$ cat config.mk
export PLATFORM = sky130hd
export DESIGN_NAME = pipe_ctrl
export DESIGN_NICKNAME = d
export VERILOG_FILES = /design/src/rtl/pipe_ctrl.sv
export SDC_FILE = /design/constraint.sdc
export NUM_CORES = 1
export LEC_CHECK = 0
export BUFFER_PORTS_ARGS = -buffer_cell sky130_fd_sc_hd__buf_2
export CAP_MARGIN = 0
export CORE_ASPECT_RATIO = 1.75
export CORE_MARGIN = 4
export CORE_UTILIZATION = 41
export CTS_CLUSTER_SIZE = 16
export DETAILED_ROUTE_END_ITERATION = 10
export MAX_ROUTING_LAYER = met4
export PLACE_DENSITY = 0.88
export SLEW_MARGIN = 20
export SYNTH_ARGS = -nofsm -noshare
export SYNTH_HDL_FRONTEND = slang
export SYNTH_SLANG_ARGS = --single-unit
$ cat constraint.sdc
create_clock -name clk -period 5.05 [get_ports clk]
set_input_delay 0 -clock clk [delete_from_list [all_inputs] [get_ports clk]]
set_output_delay 0 -clock clk [all_outputs]
set_load 0.05 [all_outputs]
$ cat src/rtl/pipe_ctrl.sv
// pipe_ctrl: hazard, memory-stall and overflow-trap control for a 5-stage pipe.
// Optional trap logic is compiled in when PIPE_CTRL_EXC_EN is defined.
module pipe_ctrl #(
   parameter int unsigned EXC_HOLD = 2,
   parameter int unsigned CNT_W    = 16
) (
   input  logic             clk,
   input  logic             init,
   input  logic [4:0]       id_rs,
   input  logic [4:0]       id_rt,
   input  logic             idex_memreg,
   input  logic [4:0]       idex_rd,
   input  logic             exmem_branch,
   input  logic             exmem_zero,
   input  logic             exmem_overflow,
   input  logic [31:0]      exmem_pcplus4,
   input  logic             mem_ready,
   input  logic             stall_clr,
   output logic             pc_we,
   output logic             ifid_we,
   output logic             pipe_we,
   output logic [1:0]       pc_sel,
   output logic             ifid_flush,
   output logic             idex_flush,
   output logic             exmem_flush,
   output logic             memwb_flush,
   output logic [31:0]      epc,
   output logic [CNT_W-1:0] stall_cnt,
   output logic [2:0]       state
);

   localparam logic [2:0] S_RUN      = 3'd0;
   localparam logic [2:0] S_MEM_WAIT = 3'd1;
   localparam logic [2:0] S_EXC      = 3'd2;

   logic [2:0]       state_q, state_d;
   logic [CNT_W-1:0] stall_q, stall_d;
   logic             ovf;
   logic             taken;
   logic             lu_hz;
   logic             trap;

`ifdef PIPE_CTRL_EXC_EN
   logic [3:0]  hold_q, hold_d;
   logic [31:0] epc_q, epc_d;

   assign ovf = exmem_overflow;
   assign epc = epc_q;
`else
   logic unused_exc;

   assign unused_exc = exmem_overflow ^ (^exmem_pcplus4);
   assign ovf        = 1'b0;
   assign epc        = 32'd0;
`endif

   assign taken = exmem_branch & exmem_zero;
   assign lu_hz = idex_memreg && (idex_rd != 5'd0) &&
                  ((idex_rd == id_rs) || (idex_rd == id_rt));

   // Next state and per-cycle pipeline controls, by priority.
   always_comb begin
      pc_we       = 1'b1;
      ifid_we     = 1'b1;
      pipe_we     = 1'b1;
      pc_sel      = 2'b00;
      ifid_flush  = 1'b0;
      idex_flush  = 1'b0;
      exmem_flush = 1'b0;
      memwb_flush = 1'b0;
      trap        = 1'b0;
      state_d     = state_q;
      case (state_q)
         S_RUN, S_MEM_WAIT: begin
            state_d = S_RUN;
            if (ovf) begin
               trap        = 1'b1;
               pc_sel      = 2'b10;
               ifid_flush  = 1'b1;
               idex_flush  = 1'b1;
               exmem_flush = 1'b1;
               memwb_flush = 1'b1;
               state_d     = S_EXC;
            end else if (!mem_ready) begin
               pc_we   = 1'b0;
               ifid_we = 1'b0;
               pipe_we = 1'b0;
               state_d = S_MEM_WAIT;
            end else if (taken) begin
               pc_sel      = 2'b01;
               ifid_flush  = 1'b1;
               idex_flush  = 1'b1;
               exmem_flush = 1'b1;
            end else if (lu_hz) begin
               pc_we      = 1'b0;
               ifid_we    = 1'b0;
               idex_flush = 1'b1;
            end
         end
`ifdef PIPE_CTRL_EXC_EN
         S_EXC: begin
            pc_we      = 1'b0;
            ifid_flush = 1'b1;
            state_d    = (hold_q <= 4'd1) ? S_RUN : S_EXC;
         end
`endif
         default: state_d = S_RUN;
      endcase
      if (!init) begin
         pc_we       = 1'b0;
         ifid_we     = 1'b0;
         pipe_we     = 1'b0;
         pc_sel      = 2'b00;
         ifid_flush  = 1'b1;
         idex_flush  = 1'b1;
         exmem_flush = 1'b1;
         memwb_flush = 1'b1;
      end
`ifndef PIPE_CTRL_EXC_EN
      memwb_flush = 1'b0;
`endif
   end

   // Stall counter: clear wins, otherwise saturating count of frozen-PC cycles.
   always_comb begin
      stall_d = stall_q;
      if (stall_clr)
         stall_d = '0;
      else if (!pc_we && (stall_q != {CNT_W{1'b1}}))
         stall_d = stall_q + 1'b1;
   end

   // State and stall counter registers.
   always_ff @(posedge clk or negedge init) begin
      if (!init) begin
         state_q <= S_RUN;
         stall_q <= '0;
      end else begin
         state_q <= state_d;
         stall_q <= stall_d;
      end
   end

`ifdef PIPE_CTRL_EXC_EN
   // Trap bookkeeping: capture the faulting PC and load the drain counter.
   always_comb begin
      hold_d = hold_q;
      epc_d  = epc_q;
      if (trap) begin
         hold_d = 4'(EXC_HOLD);
         epc_d  = exmem_pcplus4 - 32'd4;
      end else if (state_q == S_EXC && hold_q != 4'd0) begin
         hold_d = hold_q - 4'd1;
      end
   end

   // Trap registers.
   always_ff @(posedge clk or negedge init) begin
      if (!init) begin
         hold_q <= 4'd0;
         epc_q  <= 32'd0;
      end else begin
         hold_q <= hold_d;
         epc_q  <= epc_d;
      end
   end
`endif

   assign stall_cnt = stall_q;
   assign state     = state_q;

endmodule

# After elaboration in Yosys (flattened, before gate mapping)
# Cells that the tools add are included.
# Widths: inputs -> output; s select.
[totals] regBits=19 inputBits=55 wordCells=42
[op_classes] addsub=1 eq_ne=4 n_mux=25 bitwise=1 n_reduce_logical=9
[ops] operator="$mux 16" count=2
[ops] operator="$mux 1" count=21
[ops] operator="$add 16x1->16 const B" count=1
[ops] operator="$ne 16x16->1 const B" count=1
[ops] operator="$eq 5x5->1" count=2
[ops] operator="$reduce_bool 5->1" count=1
[ops] operator="$eq 3x1->1 const B" count=1
[ops] operator="$logic_and 1x1->1" count=3
[ops] operator="$logic_not 3->1" count=1
[ops] operator="$mux 3" count=1
[ops] operator="$mux 2" count=1
[ops] operator="$reduce_bool 2->1" count=1
[ops] operator="$reduce_or 2->1" count=1
[ops] operator="$and 1x1->1" count=1
[ops] operator="$logic_not 1->1" count=1
[ops] operator="$logic_or 1x1->1" count=1

# Longest topological paths before layout
[logic_depth] ltp_word=12 ltp_mapped=9

# Worst setup path after synthesis
# No wires, ideal clock.
[synth_path] kind="register to register" from="register stall_q[0], in the netlist stall_cnt[0]" to="register stall_q[13], in the netlist stall_cnt[13]" setup_time_ns=0.078 t_arrival_ns=2.328 required_ns=4.972 path_slack_ns=2.644 stages_incl_launch_ff=9 path_cell_list="dfrtp_1 > ha_1 > nand3_1 > nor4_1 > or3b_1 > o22a_1 > buf_2 > or4_1 > a21oi_1"
[synth_between] elab_chain_len=3 elab_cells_between_ends=6
[synth_rtl] item="start, declared" line_no="37" rtl="logic [CNT_W-1:0] stall_q, stall_d;"
[synth_rtl] item="start signal, assigned" line_no="140" rtl="stall_q <= stall_d;"
[synth_rtl] item="$add 16x1->16 / $ne 16x16->1 (equally long branches)" line_no="130, 129"
[synth_rtl] item="$mux 16 / $logic_and 1x1->1 (equally long branches)" line_no="129" rtl="else if (!pc_we && (stall_q != {CNT_W{1'b1}}))"
[synth_rtl] item="$mux 16 / $reduce_bool 2->1 (equally long branches)"
# Parallel ways exist; a longest one is shown, timed or not. The select of a mux whose other input is x is not followed.
# A chain may end at the register's enable or synchronous reset.

# Final worst setup path
[layout_path] from="register stall_q[0], in the netlist stall_cnt[0]" to="register stall_q[15], in the netlist stall_cnt[15]"
# Same word-level chain as after synthesis.

==> metrics.yaml <==
clock_network:
  h-tree-depth: 1
  cts_resized: 0
  clk_pin_slew_ns: 0.07
  cts.sinks: 17
  cts_setup_buffers: 0
  ctsLongestPathBuffers: 2
  cts_buffers: 3
  hold_buffers: 2
  cts_root_buffer: "clkbuf_8"
  worstSkewPairLatency_ns: 0.26
  cts_tree: "done"
synth:
  synth.area.top_cells: "dfrtp_1 32%, buf_4 21%, xor2_1 7.2%"
  synth_top_cell_by_area: "dfrtp_1"
  avgSynthCellArea_um2: 8.20
  ys_types: 29
  synth_top_family_by_area: "buffers and inverters"
  syn_area_mm2: 0.00134
  synth-simple-area-share_pct: 20.6
  netlist_instances: 163
  async_reset_ff_share_pct: 100
  synth-xor-area-share_pct: 7.21
  synth_common_cells: "38 x buf_4, 17 x dfrtp_1, 14 x a21oi_1, 11 x xor2_1"
  yosysWarnings: 0
  synth_top_flop_cell: "dfrtp_1"
  synthAdderAreaFrac_pct: 0.936
  synth-seq-cells: 17
  yosysTopAreaCellShare_pct: 31.8
  synth_compound_area_share_pct: 13.4
  synth_edf_count: 0
  muxShareOfSynthArea_pct: 1.59
  yosysSeqAreaShare_pct: 31.8
  synthMostInstantiatedCell: "buf_4"
worst_setup_path:
  end_kind: "flip-flop"
  r2r_start: "stall_cnt[0]"
  cp.required_ns: 5.23
  worst_r2r_path_depth: 7
  endpoint: "stall_cnt[15]"
  arrival_ns: 2.69
  rr_endpoint: "stall_cnt[15]"
  cp_max_fo: 29
  critPathLaunch: "stall_cnt[0]"
  critPathLaunchType: "flip-flop"
  r2r_slack_ns: 2.54
  crit_type: "flip-flop to flip-flop"
timing:
  worst_clock_skew_ns: 0.00393
  fmaxAchievable_mhz: 398
  setup_viol: 0
  period_share_pct: 49.7
  worstMarginPinSlew_ns: 0.811
  rsz0062_at_grt: "false"
  drv_slew: 0
  fin_crit_ns: 2.51
  hold_viol_final: 0
  relSlewSlack_pct: 46.0
  tns_ns: 0
die:
  dieArea_mm2: 0.00427
  die_y_um: 83.5
  die-width_um: 51.2
  ios: 115
  num_rows: 27
  start_util_pct: 42.5
  core_area_mm2: 0.00314
layout:
  drive_gt1_share_pct: 23.8
  diodes: 0
  finalNetCount: 263
  ff_latch_area_um2: 425
  area_growth_pct: 12.5
  post-route-util_pct: 47.9
  multi_input_area_um2: 719
  nFillCells: 322
power_and_ir_drop:
  ir_worst_vdd_mv: 0.120
  combinationalPowerShare_pct: 33.6
  p_leak_uw: 0.000758
  p_sw_uw: 155
  power.internal_uw: 215
  p_sw_share_pct: 41.8
  p_clk_share_pct: 27.9
  seqPwrFrac_pct: 38.5
  p_per_area_mw_per_mm2: 246
grt:
  grt_pass1_vias: 1105
  grtUsageTotal_pct: 15.0
  grt_first_pass_wirelength_um: 4820
  antenna_found_initial: 0
  grt_max_degree: 30
  grt-ovfl-total: 0
job:
  maxCapViolCount: 0
outcome:
  status: "finished clean"
drt:
  drt-vias-per-instance: 4.80
  drt_first_pass_iters: 4
  vias: 1195
  route.detailed.drc: 0
  antenna_left: 0
  routed_wl_um: 2940
  routedWlPerCell_um: 11.8
  drt-initial-drc-count: 22
placement:
  io_buffers: 45
  place_congestion: 0.848
  hpwl_um: 2370
min_path:
  hold_path.class: "input port to flip-flop"
[registers in the layout (all words and copies together), names as in the netlist]
register and cells:
stall_cnt 16, state 1
[power groups by stage]
stage               clock (µW)  combinational (µW)  sequential (µW)
floorplan                    0                 114              155
global placement             0                 122              145
detailed placement           0                 123              145
CTS                        104                 124              143
global route               111                 132              143
finish                     103                 124              143
[layout by cell type, fill, tap and decap left out, types with 3 or more instances in the layout]
| cell | Yosys | routed |
|---|---|---|
| a21oi_1 | 14 | 14 |
| buf_2 | 3 | 45 |
| clkbuf_8 | 0 | 3 |
| conb_1 | 1 | 36 |
| dfrtp_1 | 17 | 17 |
| inv_1 | 4 | 4 |
| nand2_1 | 8 | 8 |
| nand3_1 | 8 | 8 |
| nand4_1 | 4 | 4 |
| nor2_1 | 10 | 10 |
| nor3_1 | 3 | 3 |
| o21ai_0 | 10 | 10 |
| o31ai_1 | 4 | 4 |
| or3_1 | 9 | 9 |
| or4_1 | 5 | 5 |
| xor2_1 | 11 | 11 |
[cell families after synthesis]
family,count (synthesis)
and+or+nand+nor,52
other,1
AOI/OAI and AO/OA,32
DFF,17
buffers and inverters,47
muxes,2
xor gates and xnor gates,11
adders and majority gates,1
[per-layer routing]
| metal | global-route usage [%] | up-vias | share of wire, % |
|---|---|---|---|
| li1 | - | 582 | - |
| met1 | 15.3 | 541 | 34 |
| met2 | 27.3 | 67 | 54 |
| met3 | 1.07 | 5 | 8.7 |
| met4 | 8.09 | 0 | 2.5 |
| met5 | - | - | 0 |
[worst max-delay path: stages, from the launching register on]
cell	delay [ns]
dfrtp_1	0.43
ha_1	0.26
nand3_1	0.09
nor4_1	0.06
or3b_1	0.35
o22a_1	0.49
or4_1	0.58
a21oi_1	0.16
[layout make-up]
class / count / share of cell area, %
Inverter: 4 / 0.998
Timing Repair Buffer: 47 / 16.3
Tap cell: 43 / 3.58
Multi-Input combinational cell: 134 / 47.8
Clock buffer: 4 / 3.00
Sequential cell: 17 / 28.3
[metrics by stage]
stage	instances	setup slack, ns	power (µW)	hold WS, ns	instance area [µm²]
global placement	243	2.59	267	-0.0492	1440
detailed placement	243	2.56	268	-0.0449	1440
floorplan	198	2.64	269	-0.296	1470
CTS	249	2.55	371	0.118	1500
finish	249	2.54	370	0.115	1500
global route	249	2.36	386	0.142	1500
[worst min-delay path by stage]
stage	from	to	slack, ns	cells past startpoint
after floorplan	init	stall_cnt[0]	-0.30	0
after global placement	init	stall_cnt[4]	-0.05	1
after detailed placement	init	stall_cnt[5]	-0.04	1
after CTS	stall_clr	stall_cnt[0]	0.12	2
after global routing	stall_clr	stall_cnt[1]	0.14	2
final	stall_clr	stall_cnt[0]	0.11	2
(Power assumes the default switching activity.)
